<file path="src/rtl/servo_ctrl.sv">
// servo_ctrl: position sequencer for the servo PWM generator.
// Accepts target angles over valid/ready, converts them to a pulse width in clock cycles and
// moves the PWM duty word toward the target once per servo frame, only on frame boundaries.
// Build option: define SERVO_CTRL_SLEW_EN to limit each per-frame move to SLEW_STEP cycles;
// without it the first enabled frame tick of a move jumps straight to the target.
module servo_ctrl #(
  parameter int unsigned CLK_IN      = 50_000_000,
  parameter int unsigned FREQ_SERVO  = 50,
  parameter int unsigned MIN_PULSE   = 50_000,
  parameter int unsigned MAX_PULSE   = 100_000,
  parameter int unsigned SLEW_STEP   = 1_000,
  parameter int unsigned RESET_ANGLE = 90
) (
  input  logic        clk,
  input  logic        rst,
  input  logic        enable,
  input  logic        cmd_valid,
  input  logic [7:0]  cmd_angle,
  output logic        cmd_ready,
  output logic [17:0] duty,
  output logic        busy,
  output logic        at_target,
  output logic        frame_tick
);

  localparam int unsigned TOTAL_PERIOD = CLK_IN / FREQ_SERVO;
  localparam int unsigned STEP         = (MAX_PULSE - MIN_PULSE) / 180;

  localparam logic [17:0] MinPulseW  = 18'(MIN_PULSE);
  localparam logic [17:0] StepW      = 18'(STEP);
  localparam logic [17:0] ResetPulse = 18'(MIN_PULSE + RESET_ANGLE * STEP);
  localparam logic [19:0] LastCount  = 20'(TOTAL_PERIOD - 1);

`ifdef SERVO_CTRL_SLEW_EN
  localparam bit SlewEn = 1'b1;
`else
  localparam bit SlewEn = 1'b0;
`endif
  // Without slew limiting the step bound is the full range, so one step always lands on target.
  localparam logic [17:0] SlewLim = SlewEn ? 18'(SLEW_STEP) : 18'h3FFFF;

  localparam logic [1:0] StIdle = 2'd0;
  localparam logic [1:0] StLoad = 2'd1;
  localparam logic [1:0] StRamp = 2'd2;

  logic [19:0] count_q, count_d;
  logic [1:0]  state_q, state_d;
  logic [7:0]  angle_q, angle_d;
  logic [17:0] pos_q, pos_d;
  logic [17:0] tgt_q, tgt_d;
  logic [17:0] duty_q, duty_d;

  logic [7:0]  angle_clamp;
  logic [17:0] tgt_calc;
  logic        tgt_above;
  logic [17:0] diff;
  logic [17:0] step;
  logic [17:0] pos_step;

  // Frame counter: wraps after the last cycle of each frame, in lockstep with the PWM block.
  always_comb begin
    frame_tick = (count_q == LastCount);
    count_d    = frame_tick ? 20'd0 : count_q + 20'd1;
  end

  // Angle-to-pulse conversion and bounded step toward the target.
  always_comb begin
    angle_clamp = (cmd_angle > 8'd180) ? 8'd180 : cmd_angle;
    tgt_calc    = MinPulseW + 18'(angle_q) * StepW;
    tgt_above   = (tgt_q >= pos_q);
    diff        = tgt_above ? (tgt_q - pos_q) : (pos_q - tgt_q);
    step        = (diff > SlewLim) ? SlewLim : diff;
    pos_step    = tgt_above ? (pos_q + step) : (pos_q - step);
  end

  // Sequencer next state: accept, load target, then move once per enabled frame tick.
  always_comb begin
    state_d = state_q;
    angle_d = angle_q;
    tgt_d   = tgt_q;
    pos_d   = pos_q;
    case (state_q)
      StIdle: begin
        if (cmd_valid) begin
          angle_d = angle_clamp;
          state_d = StLoad;
        end
      end
      StLoad: begin
        tgt_d   = tgt_calc;
        state_d = (tgt_calc == pos_q) ? StIdle : StRamp;
      end
      StRamp: begin
        if (frame_tick && enable) begin
          pos_d = pos_step;
          if (pos_step == tgt_q) begin
            state_d = StIdle;
          end
        end
      end
      default: state_d = StIdle;
    endcase
  end

  // Duty only changes on the frame wrap so the PWM never sees a partial pulse.
  always_comb begin
    duty_d = duty_q;
    if (frame_tick) begin
      duty_d = enable ? pos_d : 18'd0;
    end
  end

  // State registers with asynchronous reset to the rest position.
  always_ff @(posedge clk or posedge rst) begin
    if (rst) begin
      count_q <= 20'd0;
      state_q <= StIdle;
      angle_q <= 8'(RESET_ANGLE);
      pos_q   <= ResetPulse;
      tgt_q   <= ResetPulse;
      duty_q  <= ResetPulse;
    end else begin
      count_q <= count_d;
      state_q <= state_d;
      angle_q <= angle_d;
      pos_q   <= pos_d;
      tgt_q   <= tgt_d;
      duty_q  <= duty_d;
    end
  end

  // Status outputs decoded from the sequencer state.
  always_comb begin
    cmd_ready = (state_q == StIdle);
    busy      = (state_q != StIdle);
    at_target = (state_q == StIdle) && (pos_q == tgt_q);
    duty      = duty_q;
  end

endmodule

</file>
<file path="config.mk">
export PLATFORM = sky130hd
export DESIGN_NAME = servo_ctrl
export DESIGN_NICKNAME = d
export VERILOG_FILES = /design/src/rtl/servo_ctrl.sv
export SDC_FILE = /design/constraint.sdc
export NUM_CORES = 1
export LEC_CHECK = 0
export CORE_UTILIZATION = 60
export CTS_CLUSTER_DIAMETER = 200
export DETAILED_ROUTE_END_ITERATION = 10
export GPL_TIMING_DRIVEN = 0
export PLACE_DENSITY = 0.79
export SLEW_MARGIN = 20
export SYNTH_ARGS = -nofsm -noshare
export SYNTH_HDL_FRONTEND = slang
export SYNTH_SLANG_ARGS = --single-unit
</file>
<file path="constraint.sdc">
create_clock -name clk -period 7.65 [get_ports clk]
set_input_delay 0.765 -clock clk [delete_from_list [all_inputs] [get_ports clk]]
set_output_delay 0.765 -clock clk [all_outputs]
set_load 0.01 [all_outputs]
</file>
==> After elaboration in Yosys (flattened, before gate mapping) <==
Index checks and enable logic that the tools add are counted.
{ "totals": {"register_bits": 84, "input_bits": 12, "output_inout_bits": 22} }
{ "op_classes": {"reduce_logical": 6, "n_mul": 1, "muxes": 13, "order_cmp": 3, "add_sub_neg": 6, "eq_ne": 9} }
{ "ops": {"columns": ["op", "n"], "rows": [
  ["2-to-1 mux 18 bit", 6],
  ["== test 18 bit", 3],
  ["subtractor 18 bit", 3],
  ["adder 20 x 1 -> 20 bit (second input constant)", 1],
  ["== test 20 bit (second input constant)", 1],
  ["2-to-1 mux 20 bit", 1],
  ["adder 16 x 17 -> 18 bit (first input constant)", 1],
  ["adder 18 bit", 1],
  ["greater-or-equal comparator 18 bit", 1],
  ["greater-than comparator 18 bit (second input constant)", 1],
  ["multiplier 8 x 9 -> 17 bit (second input constant)", 1],
  ["greater-than comparator 8 bit (second input constant)", 1],
  ["2-to-1 mux 2 bit", 4],
  ["2-to-1 mux 8 bit", 1],
  ["!= test 2 bit (second input constant)", 3],
  ["one-hot mux 2 bit (3 select lines)", 1],
  ["AND reduction 3 bit", 1],
  ["== test 2 x 1 -> 1 bit (second input constant)", 1],
  ["== test 2 bit (second input constant)", 1],
  ["logical AND 1 bit", 2],
  ["zero test 2 bit", 1],
  ["AND reduction 2 bit", 1],
  ["nonzero test 2 bit", 1]
]} }

==> Longest topological paths before layout <==
Gate-level depths: netlist of run 1.
{ "logic_depth": {"word_depth": 10, "depth_mapped": 32, "depth_no_buf": 30} }

==> Least setup slack after synthesis of run 1 <==
OpenSTA, ideal clock, no wires.
{ "synth_timing": {"kind": "register to register", "start": "reg pos_q[13]", "end": "reg state_q[1]", "path_slack_ns": 1.515, "arrival_time_ns": 6.008, "synth_period_minus_slack_ns": 6.135, "path_stages_with_launch": 32, "path_cell_list": "dfstp_2 inv_1 ha_1 buf_4 and3_4 nand4_2 or4_4 o2111ai_4 clkbuf_1 clkbuf_1 nand2_1 a21boi_0 ha_1 and2_1 nand2_1 xnor2_1 nand2_1 o21ai_0 xnor2_1 ha_1 a21o_1 a21o_1 a21o_1 o21ai_0 a211oi_1 o41ai_1 xnor2_1 xnor2_1 nand4_1 nor4_1 a2bb2oi_1 nand3_1"} }
{ "synth_between": {"elab_chain_cells": 9} }
{ "synth_lines": {"columns": ["element", "line", "text"], "rows": [
  ["start, declared", "49", "logic [17:0] pos_q, pos_d;"],
  ["start signal, assigned", "119", "pos_q <= ResetPulse;"],
  ["start signal, assigned", "126", "pos_q <= pos_d;"],
  ["subtractor 18 bit or greater-or-equal comparator 18 bit (tied branches)", "71, 70", null],
  ["2-to-1 mux 18 bit", "71", "diff = tgt_above ? (tgt_q - pos_q) : (pos_q - tgt_q);"],
  ["greater-than comparator 18 bit", "72", "step = (diff > SlewLim) ? SlewLim : diff;"],
  ["2-to-1 mux 18 bit", "72", null],
  ["subtractor 18 bit or adder 18 bit (tied branches)", "73", "pos_step = tgt_above ? (pos_q + step) : (pos_q - step);"],
  ["2-to-1 mux 18 bit", "73", null],
  ["== test 18 bit", "96", "if (pos_step == tgt_q) begin"],
  ["!= test 2 bit (no line)", null, null],
  ["AND reduction 3 bit (no line)", null, null],
  ["end signal, assigned", "117", "state_q <= StIdle;"],
  ["end signal, assigned", "124", "state_q <= state_d;"],
  ["end, declared", "47", "logic [1:0] state_q, state_d;"]
]} }
Parallel ways exist; a longest one is shown, timed or not.
A chain may end at the register's enable or synchronous reset.

==> Worst setup path after layout of run 1 <==
{ "layout_timing": {"start": "reg pos_q[1]", "end": "reg state_q[1]"} }
The elaborated chain is that of the path after synthesis.

==> reports/qor.yml, run 1 <==
clock_network:
  holdBufCountCts: 0
  cts.sinks: 84
  clk_pin_slew_worst_paths_ns: 0.07
  cts_tree: "yes"
  root_buffer: "clkbuf_16"
  cts_buffer_depth: 2
  clk_latency_ns: 0.34
  cts.htree.levels: 3
  numCtsBuffers: 9
sta:
  drv_slew: 0
  fmax_mhz: 138.6
  fin_crit_ns: 7.214
  max_slew_margin_pct: 35.25
  finalSetupViolations: 0
  skew_ns: 0.007953
  rsz0062_at_grt: "false"
  hold_viol_final: 0
  finalCritPeriodShare_pct: 94.30
  tightest_slew_ns: 0.9624
floorplanning:
  coreArea_mm2: 0.01335
  start_util_pct: 61.90
  die_area_mm2: 0.01424
  die-height_um: 119.3
  ios: 34
  num_rows: 42
  die_x_um: 119.3
pwr:
  ir_drop_mv: 0.1762
  p_sw_share_pct: 21.96
  leakage_nw: 4.169
  p_int_uw: 709.7
  power.total_uw: 909.4
  pwr-share-comb_pct: 2.0
  power_switching_uw: 199.7
  clkPwrFrac_pct: 49.1
  powerDensity_mw_per_mm2: 99.30
  seqPwrFrac_pct: 48.9
routing:
  ant_nets: 0
  vias: 7052
  drt_iter0_drc: 531
  wl_um: 20550
  drc: 0
  drtPass1Iterations: 5
  post_drt_wl_per_cell_um: 17.10
  via_per_inst: 5.867
cells_and_area:
  nets: 1138
  antenna_cells: 0
  final_area_mm2: 0.009158
  area_delta_synth_final_pct: 10.84
  drive_gt1_share_pct: 9.064
setup_path:
  required_ns: 7.87
  critPathKind: "flop to flop"
  reg2reg_slack_ns: 0.44
  worst_setup_path_end_kind: "flop"
  crit_fanout: 10
  arrival_ns: 7.43
  critPathLaunchType: "flop"
synth:
  ys_warn_count: 0
  seq_area_frac_synth_pct: 25.82
  syn_avg_cell_area_um2: 8.448
  netlist.area_leader.share_pct: 17.87
  synth.distinct_cells: 77
  synth-main-ff-cell: "dfrtp_1"
  syn_inst: 978
  synth-seq-cells: 84
  synth.area.top_cells: "dfrtp_1 (18%), ha_1 (14%), xnor2_1 (8.5%)"
  syn_area_mm2: 0.008262
  synth_nets: 1095
  synth_edf_count: 0
  yosysTopAreaCell: "dfrtp_1"
  async_flop_share_pct: 100.0
global_routing:
  grt_pass1_vias: 6920
  grt_max_degree: 58
  grt_pass1_wl_um: 34310
  track_usage_pct: 30.74
  antenna_found_initial: 0
  grt_overflow: 0
outcome:
  run_status: "complete, no violations"
placed_design:
  gp_congestion: 0.9425
  place_area_mm2: 0.008832
  numPortBuffers: 32
  place_hpwl_um: 16580
worst_hold_path:
  hp-class: "flop to flop"
run:
  maxCapViolCount: 0
routing by layer:
layer,part of all wire (%),wire [µm],GRT usage [%]
met1,46,9519,42.12
met2,46,9457,49.71
met3,3.9,803,2.347
met4,3.8,772,13.98
met5,0,0,0
cell usage in the layout (no fill, tap or decap), types with 5 or more instances in the layout:
cell type | Yosys | final
nand2_1 | 130 | 130
ha_1 | 92 | 91
inv_1 | 85 | 84
xnor2_1 | 80 | 80
o21ai_0 | 67 | 67
dfrtp_1 | 59 | 59
a21oi_1 | 51 | 51
nor2_1 | 50 | 50
xor2_1 | 39 | 39
nand3_1 | 36 | 36
clkdlybuf4s50_1 | 0 | 32
dfstp_2 | 25 | 25
a21o_1 | 18 | 18
clkbuf_1 | 22 | 18
nand4_1 | 17 | 17
fa_1 | 13 | 13
nand2b_1 | 12 | 12
nor2b_1 | 11 | 11
and2_1 | 11 | 11
nor4_1 | 11 | 10
mux2_2 | 9 | 9
clkbuf_16 | 0 | 9
o21bai_1 | 8 | 8
o21a_1 | 8 | 8
and3_1 | 8 | 8
mux2i_1 | 8 | 8
nor3_1 | 6 | 6
a22o_1 | 5 | 5
buf_1 | 5 | 5
repair_timing:
action | CTS | global route
cloned | 0 | 0
resized for setup | 2 | 6
setup buffers | 0 | 1
setup endpoints to repair | 1 | 3
pin swaps | 0 | 2
critical path, cell delays in order (launching register included):
cell	delay (ns)
dfstp_2	0.62
inv_1	0.13
fa_1	0.54
nand3_1	0.16
a211oi_2	0.11
a211oi_4	0.35
o2111ai_4	0.30
clkbuf_2	0.30
clkbuf_2	0.24
nand2_1	0.12
a21boi_0	0.18
ha_1	0.21
and2_1	0.24
nand4b_1	0.22
o31a_1	0.32
xnor2_1	0.16
ha_2	0.43
nand3b_1	0.21
o21ai_0	0.13
a2111oi_2	0.51
o211ai_1	0.15
nor4_1	0.24
o2111ai_1	0.20
nor4_2	0.26
nand4_1	0.16
nor4_1	0.25
a2bb2oi_1	0.19
nand3_1	0.11
Yosys cell counts (all sizes together), types with 22 or more instances:
cell    number
a21oi       53
ha          92
xor2        39
dfstp       25
xnor2       81
o21ai       71
nand2      130
clkbuf      22
dfrtp       59
nor2        50
inv         85
nand3       37
sequential cells by signal, summed over array words and instances, names as in the netlist:
signal / flops
count_q: 20
angle_q: 8
pos_q: 18
duty: 18
tgt_q: 18
state_q: 2
stage by stage:
stage / TNS, ns / hold WS, ns / util (%) / cells / setup slack [ns]
global placement: -0.2933 / 0.4432 / 65.94 / 1186 / -0.2933
floorplan: 0 / 0.4387 / - / 978 / 1.515
finish: 0 / 0.4609 / 68.61 / 1202 / 0.4361
global route: 0 / 0.4861 / 68.61 / 1202 / 0.009956
detailed placement: -0.2836 / 0.4455 / 66.17 / 1187 / -0.2836
CTS: 0 / 0.4589 / 68.52 / 1203 / 0.04865
power by group through the flow:
stage          Clock (mW)  Sequential, mW  Combinational [mW]
4_1_cts             0.450           0.445              0.0192
3_3_place_gp            0           0.453              0.0169
5_1_grt             0.465           0.445              0.0211
2_1_floorplan           0           0.453             0.00867
6_report            0.446           0.445              0.0185
3_5_place_dp            0           0.453              0.0192
kinds of logic after synthesis:
kind of cell,share of synthesized area (%)
AOI/OAI and AO/OA,17.08
buffers and inverters,6.058
adders and majority gates,17.08
DFF,25.82
muxes,2.469
xor gates and xnor gates,13.09
and+or+nand+nor,18.40
worst paths after layout:
kind	start	endpoint	cells past startpoint
setup / recovery	pos_q[1]	state_q[1]	27
hold / removal	duty[1]	duty[1]	2
setup reg to reg	pos_q[1]	state_q[1]	27
hold reg to reg	duty[1]	duty[1]	2
max in group asynchronous	rst	tgt_q[13]	3
min in group asynchronous	rst	count_q[5]	2
final cells by class:
class	count	area [µm²]
timing repair buffer	34	355.3
buffer	35	176.4
tap	176	220.2
multi-input combinational	772	5643
clock buffer	9	225.2
sequential	84	2133
inverter	85	321.6
fill	1098	4190
clock inverter	7	82.58
No activity file was read; power rests on OpenSTA's default activity.
==> run 2: changes to the inputs <==
--- a/config.mk
+++ b/config.mk
@@ -5,6 +5,7 @@
 export SDC_FILE = /design/constraint.sdc
 export NUM_CORES = 1
 export LEC_CHECK = 0
+export ABC_CLOCK_PERIOD_IN_PS = 7650
 export CORE_UTILIZATION = 60
 export CTS_CLUSTER_DIAMETER = 200
 export DETAILED_ROUTE_END_ITERATION = 10
==> results of run 2 <==
Same layout as run 1: the final DEF is identical, and so are final timing and power.
